<file path="src/rtl/intpol2_d4_out_fifo_if.sv">
// Sample/handshake bundle between the D4 interpolator (master) and its output FIFO (slave).
// The sink-side read port and the status flags share the same bundle.
interface intpol2_d4_out_fifo_if #(
   parameter int DW = 16,
   parameter int AW = 4
) ();
   logic          clear;
   logic          wr_en;
   logic [DW-1:0] wdata;
   logic          rd_en;
   logic [DW-1:0] rdata;
   logic          rvalid;
   logic          Empty;
   logic          Full;
   logic          Afull;
   logic [AW:0]   count;
   logic          overflow;
   logic          underflow;

   modport master (
      output clear, wr_en, wdata, rd_en,
      input  rdata, rvalid, Empty, Full, Afull, count, overflow, underflow
   );

   modport slave (
      input  clear, wr_en, wdata, rd_en,
      output rdata, rvalid, Empty, Full, Afull, count, overflow, underflow
   );
endinterface

</file>
<file path="src/rtl/intpol2_d4_out_fifo.sv">
// Output FIFO behind the order-2 D4 interpolator: registered read port, occupancy-decoded
// Empty/Full/Afull, sticky overflow/underflow, synchronous flush via clear.
module intpol2_d4_out_fifo #(
   parameter int DW           = 16,
   parameter int AW           = 4,
   parameter int AFULL_MARGIN = 2
) (
   input  logic                   clk,
   input  logic                   rst,
   intpol2_d4_out_fifo_if.slave   bus
);
   localparam int          DEPTH       = 1 << AW;
   localparam logic [AW:0] FULL_LEVEL  = (AW + 1)'(DEPTH);
   localparam logic [AW:0] AFULL_LEVEL = (AW + 1)'(DEPTH - AFULL_MARGIN);

   logic [DW-1:0] mem [DEPTH];
   logic [AW-1:0] wp;
   logic [AW-1:0] rp;
   logic [AW:0]   count;
   logic [DW-1:0] rdata;
   logic          rvalid;
   logic          overflow;
   logic          underflow;
   logic          empty;
   logic          full;
   logic          afull;
   logic          wr_acc;
   logic          rd_acc;

   // Flags decode the registered count only, so they are glitch-free and need no extra flops.
   assign empty  = (count == '0);
   assign full   = (count == FULL_LEVEL);
   assign afull  = (count >= AFULL_LEVEL);
   assign wr_acc = bus.wr_en & ~full;
   assign rd_acc = bus.rd_en & ~empty;

   // NOTE: the sample array has no reset; every word is written before it can be read,
   // and leaving it out of reset lets it map onto plain storage.
   always_ff @(posedge clk) begin
      if (wr_acc && !bus.clear) begin
         mem[wp] <= bus.wdata;
      end
   end

   // NOTE: all state below uses non-blocking assignments so every decision reads
   // pre-edge values, matching the accept rules on count, wp and rp.
   always_ff @(posedge clk or posedge rst) begin
      if (rst) begin
         wp        <= '0;
         rp        <= '0;
         count     <= '0;
         rdata     <= '0;
         rvalid    <= 1'b0;
         overflow  <= 1'b0;
         underflow <= 1'b0;
      end else if (bus.clear) begin
         wp        <= '0;
         rp        <= '0;
         count     <= '0;
         rvalid    <= 1'b0;
         overflow  <= 1'b0;
         underflow <= 1'b0;
      end else begin
         if (wr_acc) begin
            wp <= wp + 1'b1;
         end
         if (rd_acc) begin
            rdata <= mem[rp];
            rp    <= rp + 1'b1;
         end
         rvalid <= rd_acc;

         unique case ({wr_acc, rd_acc})
            2'b10:   count <= count + 1'b1;
            2'b01:   count <= count - 1'b1;
            default: count <= count;
         endcase

         if (bus.wr_en && full) begin
            overflow <= 1'b1;
         end
         if (bus.rd_en && empty) begin
            underflow <= 1'b1;
         end
      end
   end

   assign bus.rdata     = rdata;
   assign bus.rvalid    = rvalid;
   assign bus.Empty     = empty;
   assign bus.Full      = full;
   assign bus.Afull     = afull;
   assign bus.count     = count;
   assign bus.overflow  = overflow;
   assign bus.underflow = underflow;
endmodule

</file>
<file path="src/flat_wrapper.sv">
// flat-port wrapper written by rule: the top's interface ports become plain ports
module intpol2_d4_out_fifo_flat 
#(
   parameter int DW           = 16,
   parameter int AW           = 4,
   parameter int AFULL_MARGIN = 2
)
  (clk, rst, bus_clear, bus_wr_en, bus_wdata, bus_rd_en, bus_rdata, bus_rvalid, bus_Empty, bus_Full, bus_Afull, bus_count, bus_overflow, bus_underflow);
  intpol2_d4_out_fifo_if #(.DW(DW), .AW(AW)) bus_i ();
  input  logic clk;
  input  logic rst;
  input wire logic [$bits(bus_i.clear)-1:0] bus_clear;
  input wire logic [$bits(bus_i.wr_en)-1:0] bus_wr_en;
  input wire logic [$bits(bus_i.wdata)-1:0] bus_wdata;
  input wire logic [$bits(bus_i.rd_en)-1:0] bus_rd_en;
  output wire logic [$bits(bus_i.rdata)-1:0] bus_rdata;
  output wire logic [$bits(bus_i.rvalid)-1:0] bus_rvalid;
  output wire logic [$bits(bus_i.Empty)-1:0] bus_Empty;
  output wire logic [$bits(bus_i.Full)-1:0] bus_Full;
  output wire logic [$bits(bus_i.Afull)-1:0] bus_Afull;
  output wire logic [$bits(bus_i.count)-1:0] bus_count;
  output wire logic [$bits(bus_i.overflow)-1:0] bus_overflow;
  output wire logic [$bits(bus_i.underflow)-1:0] bus_underflow;
  assign bus_i.clear = bus_clear;
  assign bus_i.wr_en = bus_wr_en;
  assign bus_i.wdata = bus_wdata;
  assign bus_i.rd_en = bus_rd_en;
  assign bus_rdata = bus_i.rdata;
  assign bus_rvalid = bus_i.rvalid;
  assign bus_Empty = bus_i.Empty;
  assign bus_Full = bus_i.Full;
  assign bus_Afull = bus_i.Afull;
  assign bus_count = bus_i.count;
  assign bus_overflow = bus_i.overflow;
  assign bus_underflow = bus_i.underflow;
  intpol2_d4_out_fifo #(.DW(DW), .AW(AW), .AFULL_MARGIN(AFULL_MARGIN)) u_core (.clk(clk), .rst(rst), .bus(bus_i));
endmodule
</file>
<file path="config.mk">
export PLATFORM = sky130hd
export DESIGN_NAME = intpol2_d4_out_fifo_flat
export DESIGN_NICKNAME = d
export VERILOG_FILES = /design/src/rtl/intpol2_d4_out_fifo_if.sv /design/src/rtl/intpol2_d4_out_fifo.sv /design/src/flat_wrapper.sv
export SDC_FILE = /design/constraint.sdc
export NUM_CORES = 1
export LEC_CHECK = 0
export ABC_AREA = 1
export CAP_MARGIN = 0
export CORE_ASPECT_RATIO = 0.6
export CORE_MARGIN = 8
export CORE_UTILIZATION = 65
export DETAILED_ROUTE_END_ITERATION = 16
export PLACE_DENSITY = 0.83
export SKIP_LAST_GASP = 1
export SLEW_MARGIN = 20
export SYNTH_ARGS = -nofsm -noshare
export SYNTH_HDL_FRONTEND = slang
export SYNTH_SLANG_ARGS = --single-unit
</file>
<file path="constraint.sdc">
create_clock -name clk -period 3.7 [get_ports clk]
set_input_delay 0.555 -clock clk [delete_from_list [all_inputs] [get_ports clk]]
set_output_delay 0.555 -clock clk [all_outputs]
set_load 0.02 [all_outputs]
</file>
==> summary.md, run 1 <==
| Metric | Value |
|---|---|
| Critical path's top delay family | `buffers and inverters` |
| Worst-path clk slew | `70 ps` |
| Vias per cell | `6.54` |
| Setup Crit Path Kind | `reg2out` |
| Synth warn | `0` |
| Final Max Slew Viols | `0` |
| CORE AREA | `17300 um^2` |
| CTS sink cnt | `288` |
| Vias in the first global route | `7450` |
| GR Overflow Total | `0` |
| CTS max path bufs | `3` |
| Min-Delay Path Class | `in2async` |
| Post-CTS Hold Fix Bufs | `0` |
| Ratio of cells with drive above 1 in the final layout | `9.41%` |
| Status | `complete, no violations` |
| Remaining antenna violation count | `0` |
| Primary FF master, synth | `edfxtp_1` |
| Register area share after synthesis | `73.7%` |
| Area of the multi-input gates | `2690 um^2` |
| Synthesized net count | `916` |
| Antenna cells | `0` |
| Total power | `8.74 mW` |
| Initial Util | `66.7%` |
| Post-cts gate resize count | `0` |
| Vias | `7716` |
| Xor-xnor portion of the synthesized cell area | `0.152%` |
| Final instance area | `13000 um^2` |
| Compound-cell area share of the yosys netlist | `12.3%` |
| Syn avg cell area | `13.0 um^2` |
| Initial DRC count | `1192` |
| Inserted Clock Buffers | `25` |
| Fin crit share | `69.6%` |
| Max FO, Critical Path | `7` |
| Fin nets | `956` |
| Gr usage total | `25.5%` |
| Drt first pass iters | `5` |
| Cell area after synthesis | `11500 um^2` |
| Largest net degree at the start of global routing | `99` |
| Layout Skew | `16.5 ps` |
| RePlAce Congestion | `0.875` |
| Routed len/inst | `24.6 um` |
| Post-DP Area | `12200 um^2` |
| DP Wirelength | `17.4 mm` |
| Peak supply drop | `0.408 mV` |
| Max cap viols | `0` |
| Minimum clock period after layout | `2570 ps` |
| Fin Setup TNS | `0 ps` |
| Area share of fa/ha/maj cells after synthesis | `0.760%` |
| Mux contribution to synthesized area | `0%` |
| Setup Buffers After CTS | `0` |
| Die width | `188 um` |
| Residual DRC | `0` |
| Area growth syn-to-layout | `13.1%` |
| Worst-Skew Late Latency | `530 ps` |
| CP Buf/Inv Count | `2` |
| Port Buf Inserts | `47` |
| Worst endpoint required time | `3140 ps` |
| Post-synth cell types | `33` |
| # rows | `37` |
| Post-Place Worst Slack | `870 ps` |
| Cells after synthesis | `888` |
| Die height | `119 um` |
| Worst path slowest cell | `clkdlybuf4s50_1` |
| H-tree depth | `1` |
| Leak | `4.48 nW` |
| Fmax | `389 MHz` |
| Crit-path cells | `nor2_2 > nand3_2 > inv_1 > clkdlybuf4s50_1` |
| Main combinational cell family by area after synthesis | `compound AO/OA/AOI/OAI gates` |
| Crit path arrival time | `2020 ps` |
| Hold Vio Cnt, Final | `0` |
| Root buf cell | `clkbuf_16` |
| Initial antenna violation count | `0` |
| Total wire length | `29.0 mm` |
| Endpoints failing setup | `0` |
| Layout fillers | `1061` |
| Final Worst Setup Slack | `1130 ps` |
| RSZ-0062 raised after global routing | `false` |
| Flops & latches, synth | `288` |
| Async S/R FF share, synth | `11.1%` |
| TritonCTS clock tree | `built` |
| Fin util | `75.5%` |
| Die Footprint | `22400 um^2` |
| CP endpoint kind | `output pin` |
| Number of synthesized flops with an enable pin | `256` |
| Critical Path Max Stage Delay | `600 ps` |
| # IOs | `48` |
| Max-slew headroom | `27.4%` |
| First-pass GRT wire length | `44.1 mm` |
| Startpoint Class | `flop` |
| Worst-Margin Slew | `1090 ps` |
| Power Density | `671 nW/um^2` |
| Simple-Gate Fraction of Synth Area | `9.70%` |
| Register area | `8490 um^2` |
[state kept, by name (all words and copies together) (netlist names)]
name	count
u_core.mem	256
u_core.bus.count	5
u_core.rp	4
u_core.wp	4
u_core.bus.rdata	16
u_core.bus.rvalid	1
u_core.bus.overflow	1
u_core.bus.underflow	1
[cells in the final DEF (no fill, tap or decap), types with 27 or more instances in the layout]
master	Yosys	routed
nor2_1	145	135
o221ai_1	40	40
dfrtp_1	32	30
edfxtp_1	256	256
nand2_1	95	95
o21ai_1	35	35
clkdlybuf4s50_1	0	47
o21ai_0	104	104
clkbuf_16	0	27
[final cells by class]
type                            instances  share of cell area (%)
Timing Repair Buffer                   69                    4.97
Sequential cell                       288                    65.2
Inverter                               24                   0.730
Multi-Input combinational cell        520                    20.6
Clock buffer                           35                    5.41
Tap cell                              234                    2.25
Clock inverter                         10                   0.826
[synth_stat cells (18+ instances only)]
library cell | n | area share (%)
edfxtp_1 | 256 | 67
inv_1 | 20 | 0.65
o221ai_1 | 40 | 3.0
o21ai_1 | 35 | 1.5
nor2_1 | 145 | 4.7
o211ai_1 | 24 | 1.6
nand3_1 | 18 | 0.78
clkbuf_1 | 32 | 1.0
dfrtp_1 | 32 | 6.9
o22ai_1 | 24 | 1.3
nand2_1 | 95 | 3.1
o21ai_0 | 104 | 4.5
[path summary, 6_finish.rpt]
check | depth (start not counted) | startpoint | to | slack, ps
max in group asynchronous | 3 | rst | u_core.wp[2] | 2710
max reg2reg | 6 | u_core.bus.count[1] | u_core.mem[6][10] | 1160
min reg2reg | 2 | u_core.bus.rdata[15] | u_core.bus.rdata[15] | 490
min | 2 | rst | u_core.rp[3] | 390
min in group clk | 2 | u_core.bus.rdata[15] | u_core.bus.rdata[15] | 490
max | 4 | u_core.bus.count[0] | bus_Full | 1130
[per-layer routing]
| metal | GRT usage, % | vias up | wire length (um) |
|---|---|---|---|
| li1 | - | 3356 | - |
| met3 | 6.41 | 46 | 3670 |
| met2 | 37.2 | 569 | 12800 |
| met5 | 0 | - | 0 |
| met4 | 6.57 | 0 | 588 |
| met1 | 38.0 | 3745 | 12000 |
[through the flow]
step	hold WS, ps	cells
2_1_floorplan	574	888
3_3_place_gp	461	1135
3_5_place_dp	468	1135
4_1_cts	395	1180
5_1_grt	430	1180
6_report	388	1180
[kinds of logic (layout without fill, tap and decap cells)]
family | after synthesis | after routing
AOI/OAI and AO/OA | 235 | 235
xor gates and xnor gates | 2 | 2
adders and majority gates | 7 | 7
buffers and inverters | 80 | 138
DFF | 288 | 288
and+or+nand+nor | 276 | 276
[power breakdown]
group | leakage, nW | internal (mW) | switching (mW) | total (mW)
Combinational | 1.36 | 0.743 | 1.45 | 2.19
Clock | 0.399 | 1.48 | 1.15 | 2.63
Sequential | 2.72 | 3.71 | 0.214 | 3.93
Note: power is estimated with default switching activity, not from simulation.
==> run 2, diff against run 1 <==
--- a/config.mk
+++ b/config.mk
@@ -9,9 +9,9 @@
 export CAP_MARGIN = 0
 export CORE_ASPECT_RATIO = 0.6
 export CORE_MARGIN = 8
-export CORE_UTILIZATION = 65
+export CORE_UTILIZATION = 60
 export DETAILED_ROUTE_END_ITERATION = 16
-export PLACE_DENSITY = 0.83
+export PLACE_DENSITY = 0.77
 export SKIP_LAST_GASP = 1
 export SLEW_MARGIN = 20
 export SYNTH_ARGS = -nofsm -noshare
==> constraint.sdc (replaced) <==
create_clock -name clk -period 2.5 [get_ports clk]
set_input_delay 0.375 -clock clk [delete_from_list [all_inputs] [get_ports clk]]
set_output_delay 0.375 -clock clk [all_outputs]
set_load 0.02 [all_outputs]
==> summary.md, run 2 (same netlist as run 1, synthesis figures left out) <==
| Metric | Value |
|---|---|
| Max-slew headroom | `50.0%` |
| Fin crit share | `96.8%` |
| CTS sink cnt | `288` |
| Inserted Clock Buffers | `26` |
| Sw Share | `32.2%` |
| Min-Delay Path Class | `in2async` |
| CP Buf/Inv Count | `2` |
| Critical path's top delay family | `buffers and inverters` |
| Total wire length | `28.2 mm` |
| Hold Vio Cnt, Final | `0` |
| Vias | `7636` |
| Worst-Margin Slew | `748 ps` |
| Vias per cell | `6.28` |
| RePlAce Congestion | `0.928` |
| Worst-Skew Late Latency | `530 ps` |
| Largest register FFs | `256` |
| Post-CTS Hold Fix Bufs | `0` |
| Register area | `8490 um^2` |
| Biggest regs | `u_core.mem (256), u_core.bus.rdata (16), u_core.bus.count (5)` |
| CP endpoint kind | `output pin` |
| Fin nets | `978` |
| Initial Util | `60.9%` |
| Largest reg by FF count | `u_core.mem` |
| CTS max path bufs | `3` |
| Largest net degree at the start of global routing | `63` |
| Port Buf Inserts | `47` |
| Worst endpoint required time | `2120 ps` |
| Layout fillers | `1276` |
| Register-to-register setup slack | `350 ps` |
| Die width | `195 um` |
| Most common cell after layout, fill and taps aside | `edfxtp_1` |
| CORE AREA | `18900 um^2` |
| Final Max Slew Viols | `0` |
| Logic pwr share | `26.2%` |
| RSZ-0062 raised after global routing | `false` |
| First-pass GRT wire length | `43.2 mm` |
| Worst path slowest cell | `clkdlybuf4s50_1` |
| DP Cell Count | `1168` |
| Power Density | `976 nW/um^2` |
| Root buf cell | `clkbuf_16` |
| Area of the multi-input gates | `2700 um^2` |
| Ratio of cells with drive above 1 in the final layout | `11.9%` |
| Initial DRC count | `1009` |
| Gr usage total | `23.4%` |
| Non-Filler Instances | `1216` |
| Setup Buffers After CTS | `0` |
| Int Pwr | `8.81 mW` |
| # IOs | `48` |
| Startpoint Class | `flop` |
| Initial antenna violation count | `0` |
| Endpoints failing setup | `0` |
| Clk pwr share | `29.7%` |
| Vias in the first global route | `7271` |
| Leak | `4.61 nW` |
| Seq pwr share | `44.1%` |
| Drt first pass iters | `5` |
| GR Overflow Total | `0` |
| Max FO, Critical Path | `7` |
| Die height | `123 um` |
| Area growth syn-to-layout | `15.5%` |
| Fmax | `413 MHz` |
| Layout Skew | `10.9 ps` |
| Critical Path Max Stage Delay | `610 ps` |
| Minimum clock period after layout | `2420 ps` |
| P_sw | `4.18 mW` |
| DP Wirelength | `17.6 mm` |
| Post-cts gate resize count | `0` |
| Commonest cells after routing, fill and taps aside | `256 x edfxtp_1, 133 x nor2_1, 104 x o21ai_0` |
| Remaining antenna violation count | `0` |
| Setup Crit Path Kind | `reg2out` |
| Crit-path cells | `nor2_2 > nand3_2 > inv_1 > clkdlybuf4s50_1` |
| Residual DRC | `0` |
| Crit path arrival time | `2050 ps` |
| Worst-path clk slew | `70 ps` |
| Fin Setup TNS | `0 ps` |
| Max cap viols | `0` |
| Routed len/inst | `23.2 um` |
| Status | `complete, no violations` |
| Die Footprint | `24000 um^2` |
| H-tree depth | `1` |
| Peak supply drop | `0.694 mV` |
| Antenna cells | `0` |
| TritonCTS clock tree | `built` |
| # rows | `39` |
[run 2: worst reg2reg max path, delay by kind of cell, from the launching register on]
| family | cells | cell delay (ps) |
|---|---|---|
| simple gates | 6 | 1110 |
| flops | 1 | 500 |
| buf+inv | 1 | 230 |
[run 2: layer usage]
metal | global-route usage, % | routed length (um) | vias to the layer above
met3 | 4.59 | 3220 | 46
met1 | 34.8 | 12100 | 3675
met4 | 6.36 | 596 | 0
met2 | 35.2 | 12300 | 512
li1 | - | - | 3403
met5 | 0 | 0 | -
[run 2: power by group through the flow]
| stage | Clock (mW) | Sequential [mW] | Combinational, mW |
|---|---|---|---|
| after CTS | 3.91 | 5.72 | 3.37 |
| after global placement | 0 | 5.82 | 3.28 |
| after detailed placement | 0 | 5.82 | 3.34 |
| after global routing | 4.09 | 5.75 | 3.70 |
| after floorplan | 0 | 5.94 | 1.99 |
| final | 3.86 | 5.73 | 3.40 |
[run 2: path summary, 6_finish.rpt]
| path | startpoint | end | depth (start not counted) |
|---|---|---|---|
| hold reg to reg | u_core.bus.rdata[12] | u_core.bus.rdata[12] | 2 |
| min in group clk | u_core.bus.rdata[12] | u_core.bus.rdata[12] | 2 |
| setup / recovery | u_core.bus.count[0] | bus_Full | 4 |
| setup reg to reg | u_core.bus.count[0] | u_core.mem[10][7] | 7 |
| hold / removal | rst | u_core.bus.rdata[1] | 3 |
| max in group asynchronous | rst | u_core.rp[0] | 3 |
[run 2: stage by stage]
| stage | worst slack [ps] | power, mW | util, % | hold WS, ps | area, um^2 |
|---|---|---|---|---|---|
| after floorplan | 44.6 | 7.93 | - | 474 | 11500 |
| after global placement | 232 | 9.09 | 65.9 | 464 | 12500 |
| after detailed placement | 168 | 9.16 | 65.9 | 467 | 12500 |
| after CTS | 82.6 | 13.0 | 70.3 | 252 | 13300 |
| after global routing | 5.58 | 13.5 | 70.3 | 319 | 13300 |
| final | 79.8 | 13.0 | 70.3 | 248 | 13300 |
[run 2: layout make-up]
type / count / area share (%)
Sequential cell: 288 / 63.8
Tap cell: 246 / 2.31
Inverter: 24 / 0.705
Clock buffer: 34 / 5.42
Multi-Input combinational cell: 520 / 20.3
Clock inverter: 14 / 0.771
Timing Repair Buffer: 90 / 6.71
==> run 3, diff against run 2 <==
--- a/config.mk
+++ b/config.mk
@@ -9,8 +9,9 @@
 export CAP_MARGIN = 0
 export CORE_ASPECT_RATIO = 0.6
 export CORE_MARGIN = 8
-export CORE_UTILIZATION = 60
+export CORE_UTILIZATION = 63
 export DETAILED_ROUTE_END_ITERATION = 16
+export DONT_BUFFER_PORTS = 1
 export PLACE_DENSITY = 0.77
 export SKIP_LAST_GASP = 1
 export SLEW_MARGIN = 20
==> summary.md, run 3 (same netlist as run 1, synthesis figures left out) <==
| Metric | Value |
|---|---|
| Vias in the first global route | `7501` |
| Most common cell after layout, fill and taps aside | `edfxtp_1` |
| Fin util | `71.9%` |
| Layout Skew | `10.2 ps` |
| Die Footprint | `23000 um^2` |
| Largest reg by FF count | `u_core.mem` |
| Vias | `7556` |
| H-tree depth | `1` |
| Die height | `121 um` |
| Peak supply drop | `0.691 mV` |
| Final Worst Setup Slack | `244 ps` |
| Status | `complete, no violations` |
| Endpoints failing setup | `0` |
| Fmax | `443 MHz` |
| TritonCTS clock tree | `built` |
| Crit path arrival time | `2450 ps` |
| Area growth syn-to-layout | `12.2%` |
| Post-cts gate resize count | `0` |
| Gr usage total | `24.6%` |
| Minimum clock period after layout | `2260 ps` |
| Routed len/inst | `23.5 um` |
| Ratio of cells with drive above 1 in the final layout | `10.8%` |
| First-pass GRT wire length | `43.7 mm` |
| Root buf cell | `clkbuf_16` |
| # rows | `38` |
| Total power | `12.6 mW` |
| CTS sink cnt | `288` |
| Worst endpoint required time | `2700 ps` |
| Biggest regs | `u_core.mem (256), u_core.bus.rdata (16), u_core.bus.count (5)` |
| Vias per cell | `6.42` |
| GR Overflow Total | `0` |
| Initial antenna violation count | `2` |
| Inserted Clock Buffers | `26` |
| Residual DRC | `0` |
| Commonest cells after routing, fill and taps aside | `256 x edfxtp_1, 136 x nor2_1, 104 x o21ai_0` |
| Min-Delay Path Class | `in2reg` |
| Fin nets | `944` |
| Max-slew headroom | `49.4%` |
| Remaining antenna violation count | `0` |
| Power Density | `972 nW/um^2` |
| Fin Setup TNS | `0 ps` |
| Post-DP Area | `11900 um^2` |
| RSZ-0062 raised after global routing | `false` |
| RePlAce Congestion | `0.880` |
| Worst-path clk slew | `60 ps` |
| Max FO, Critical Path | `16` |
| Total wire length | `27.7 mm` |
| Largest net degree at the start of global routing | `85` |
| # IOs | `48` |
| Fin crit share | `90.2%` |
| Post-Place Worst Slack | `295 ps` |
| Initial Util | `64.1%` |
| Initial DRC count | `830` |
| Final Max Slew Viols | `0` |
| Port Buf Inserts | `0` |
| Worst-Margin Slew | `756 ps` |
| Worst-Skew Late Latency | `520 ps` |
| Hold Vio Cnt, Final | `0` |
| Setup Crit Path Kind | `reg2reg` |
| CORE AREA | `18000 um^2` |
| DP Wirelength | `16.9 mm` |
| Final instance area | `12900 um^2` |
| Die width | `191 um` |
| Leak | `4.49 nW` |
| Startpoint Class | `flop` |
| CP endpoint kind | `flop` |
| Max cap viols | `0` |
| Largest register FFs | `256` |
| Drt first pass iters | `8` |
| CTS max path bufs | `3` |
==> run 3: changes by cell type in the layout (fill, tap and decap cells not counted), sizes merged <==
cell	delta
clkdlybuf4s50	-47
bufinv	+1
diode	+1
buf	-5
clkinv	-1
dlygate4sd3	+18
clkinvlp	-3
clkbuf	+2
inv	+1
==> run 3: through the flow <==
stage / cells / hold slack, ps
final: 1177 / 17.8
after global placement: 1110 / 427
after CTS: 1176 / 9.55
after global routing: 1177 / 31.4
after detailed placement: 1110 / 430
after floorplan: 888 / 474
==> run 3: final timing paths <==
kind / slack (ps) / depth (start not counted) / start / end
min: 20 / 2 / bus_wr_en / u_core.bus.overflow
max reg2reg: 240 / 7 / u_core.bus.count[0] / u_core.mem[13][13]
max in group asynchronous: 1460 / 3 / rst / u_core.bus.rdata[15]
max: 240 / 7 / u_core.bus.count[0] / u_core.mem[13][13]
min in group asynchronous: 410 / 2 / rst / u_core.rp[3]
min reg2reg: 640 / 2 / u_core.bus.rdata[11] / u_core.bus.rdata[11]
==> run 3: critical path, stage by stage (launching register included) <==
cell     delay (ps)
dfrtp_1         580
nor2_2          120
nand3_2         130
nand2_2         140
nor2_1          290
nand2_1         220
nor2_1          140
buf_4           300
==> run 3: final cells by class <==
class / instances / area (um^2)
Antenna cell: 1 / 2.50
Clock buffer: 36 / 739
Clock inverter: 12 / 106
Fill cell: 1168 / 5050
Inverter: 24 / 93.8
Multi-Input combinational cell: 520 / 2690
Sequential cell: 288 / 8490
Tap cell: 240 / 300
Timing Repair Buffer: 56 / 503
==> run 3: timing repair <==
action / in CTS / in global routing
hold buffers: 18 / 0
hold endpoints to repair: 271 / 0
buffers inserted: 0 / 0
==> run 3: routing by layer <==
layer | vias up | part of all wire, % | track usage [%]
met3 | 80 | 10 | 4.49
li1 | 3340 | - | -
met2 | 491 | 45 | 37.8
met5 | - | 0.047 | 0
met1 | 3643 | 42 | 35.4
met4 | 2 | 3.0 | 8.06
==> run 3: power by group <==
part           switching (mW)  leakage (nW)  internal [mW]
Combinational            1.87          1.36          0.822
Sequential              0.453          2.72           5.49
Clock                    1.66         0.415           2.27
==> edit: new RTL, config.mk and constraints of run 1 <==
Reset style: synchronous (`rst`), changed in one clocked block.
--- a/src/rtl/intpol2_d4_out_fifo.sv
+++ b/src/rtl/intpol2_d4_out_fifo.sv
@@ -44,7 +44,7 @@
 
    // NOTE: all state below uses non-blocking assignments so every decision reads
    // pre-edge values, matching the accept rules on count, wp and rp.
-   always_ff @(posedge clk or posedge rst) begin
+   always_ff @(posedge clk) begin
       if (rst) begin
          wp        <= '0;
          rp        <= '0;
Behaviour: differs if rst is asserted again (counterexample within 4 cycles, from zero or initial values and one cycle with rst high); with rst held inactive, the same outputs for 4 cycles.
==> edit against run 1 <==
- sequential cell count did not move
- utilization fell by 2.1 points
- routed wire length rose by 4.5%
- design area rose by 6.7%
- maximum frequency barely moved
- hold slack improved by 94 ps
- setup slack barely moved
- area after synthesis rose by 8.3%
- largest cell class unchanged
Power is not compared: it rests on default switching activity, and its combinational part moved more than twofold at a synthesized area within 25%.
==> edit: results (changes against run 1) <==
* Hold wc startpoint: u_core.bus.overflow$_SDFFE_PP0P_
* Reg2reg path depth at 5 (was 6)
* Final wirelength at 30.3 mm (was 29.0 mm)
* Routed via count at 8777 (was 7716)
* Number of flops mapped to enable cells by yosys at 256 (unchanged)
* Global-route usage over all layers at 25.4% (was 25.5%)
* Gpl congestion at 0.936 (was 0.875)
* WHS at 481 ps (was 388 ps)
* Syn_nets at 1259 (was 916)
* Int Pwr at between 5000 and 6000 uW
* Fillers at 1263 (was 1061)
* Syn Area/Cell at 10.2 um^2 (was 13.0 um^2)
* Biggest regs: u_core.mem x256, u_core.bus.rdata x16, u_core.bus.count x5 (unchanged)
* FF-to-FF setup slack at 1190 ps (was 1160 ps)
* CTS Buf Count at 26 (was 25)
* Async SR Flop Fraction at 0% (was 11.1%)
* Initial antenna violation count at 0 (unchanged)
* Run status: finished, final reports clean (unchanged)
* Worst IR drop on VDD at approximately 370 uV
* HPWL Detailed at 18.9 mm (was 17.4 mm)
* DR WL/cell at 19.8 um (was 24.6 um)
* Synth top area cells: edfxtp_1 62%, nand2_1 13%, nand3_1 7.5% (was edfxtp_1 67%, dfrtp_1 6.9%, nor2_1 4.7%)
* Register clock-pin slew on the reported worst setup and hold paths at about 60 ps
* Leak Pwr at roughly 0.0057 uW
* Hold Crit Depth at 2
* Antenna diodes at 0 (unchanged)
* Port Buf Inserts at 47 (unchanged)
* Vias in the first global route at 8152 (was 7450)
* First-pass GRT wire length at 47.4 mm (was 44.1 mm)
* Synth unique cells at 31 (was 33)
* CTS H-tree depth at 1 (unchanged)
* CP max FO at 5 (was 7)
* Post-CTS sizing at 0 (unchanged)
* Clk buf depth at 3 (unchanged)
* Setup bufs post-CTS at 0 (unchanged)
* Drt pass-1 iters at 6 (was 5)
* Worst-Skew Late Latency at between 500 and 600 ps
* Tightest Hold Check Type: flop to flop (was input pin to asynchronous set/reset pin)
* Register area share after synthesis at 66.7% (was 73.7%)
* Largest net degree at the start of global routing at 67 (was 99)
* Initial DRC count at 1216 (was 1192)
* Worst R2R End: u_core.bus.rdata[3]$_SDFFE_PP0P_ (was u_core.mem[6][10]$_DFFE_PP_)
* Skew final at 10.4 ps (was 16.5 ps)
* Hold endpoint: u_core.bus.overflow$_SDFFE_PP0P_
* Placed insts at 1483 (was 1135)
* Most common library cells after synthesis: 425 x nand2_1, 256 x edfxtp_1, 187 x nand3_1 (was 256 x edfxtp_1, 145 x nor2_1, 104 x o21ai_0)
* Root Driver: clkbuf_16 (unchanged)
* Top_reg_cell synth: edfxtp_1 (unchanged)
* Synth Warn # at 0 (unchanged)
* Fraction of layout cells with a size suffix above 1 at 6.70% (was 9.41%)
* Worst R2R Start: u_core.rp[3]$_SDFFE_PP0P_ (was u_core.bus.count[1]$_DFFE_PP0P_)
* CP arrival at 2020 ps (about the same)
* Relative slew slack at 31.5% (was 27.4%)
==> edit: metrics by stage <==
stage / total power [uW] / cell area [um^2] / setup WS [ps]
floorplan: 4020 / 12500 / 1520
global placement: 4230 / 13100 / 1040
detailed placement: 4250 / 13100 / 948
CTS: 6820 / 13900 / 1140
global route: 7010 / 13900 / 1080
finish: 6830 / 13900 / 1130
==> edit: power groups by stage <==
stage / logic, uW / clock network (uW) / registers (uW)
2_1_floorplan: 331 / 0 / 3690
3_3_place_gp: 552 / 0 / 3680
3_5_place_dp: 565 / 0 / 3680
4_1_cts: 571 / 2640 / 3610
5_1_grt: 626 / 2770 / 3610
6_report: 577 / 2640 / 3610
==> edit: how the worst max path moves through the flow <==
stage                                              end                              from  slack, ps
after floorplan             u_core.mem[0][0]$_DFFE_PP_  u_core.bus.count[0]$_SDFFE_PP0P_       1520
after global placement     u_core.mem[9][11]$_DFFE_PP_                         bus_wr_en       1040
after detailed placement  u_core.mem[11][15]$_DFFE_PP_                         bus_clear        950
after CTS                                    bus_Afull  u_core.bus.count[1]$_SDFFE_PP0P_       1140
after global routing                         bus_Afull  u_core.bus.count[1]$_SDFFE_PP0P_       1080
final                                        bus_Afull  u_core.bus.count[2]$_SDFFE_PP0P_       1130
==> edit: layer usage <==
| layer | routed length [um] | GRT usage, % |
|---|---|---|
| met5 | 0 | 0 |
| met3 | 3840 | 4.70 |
| met4 | 795 | 5.85 |
| met1 | 12900 | 38.0 |
| met2 | 12800 | 38.7 |
==> edit: cell type report <==
cell class                 instances  area [um^2]  share of cell area, %
multi-input combinational        695         3100                   22.3
tap                              246          308                   2.21
timing repair buffer              66          626                   4.50
sequential                       288         8330                   59.9
clock buffer                      33          708                   5.09
clock inverter                    13          113                  0.810
inverter                         188          713                   5.13
==> edit: critical path, stage by stage (launching register included) <==
cell and delay (ps):
dfxtp_1 420, inv_1 120, o31ai_1 280, clkdlybuf4s50_1 660
==> edit: cell families after synthesis <==
kind of cell	count (synthesis)	synth area share (%)
AOI/OAI and AO/OA	39	1.64
and+or+nand+nor	642	21.6
buffers and inverters	246	8.72
DFF	288	66.7
adders and majority gates	9	0.903
xor gates and xnor gates	5	0.351
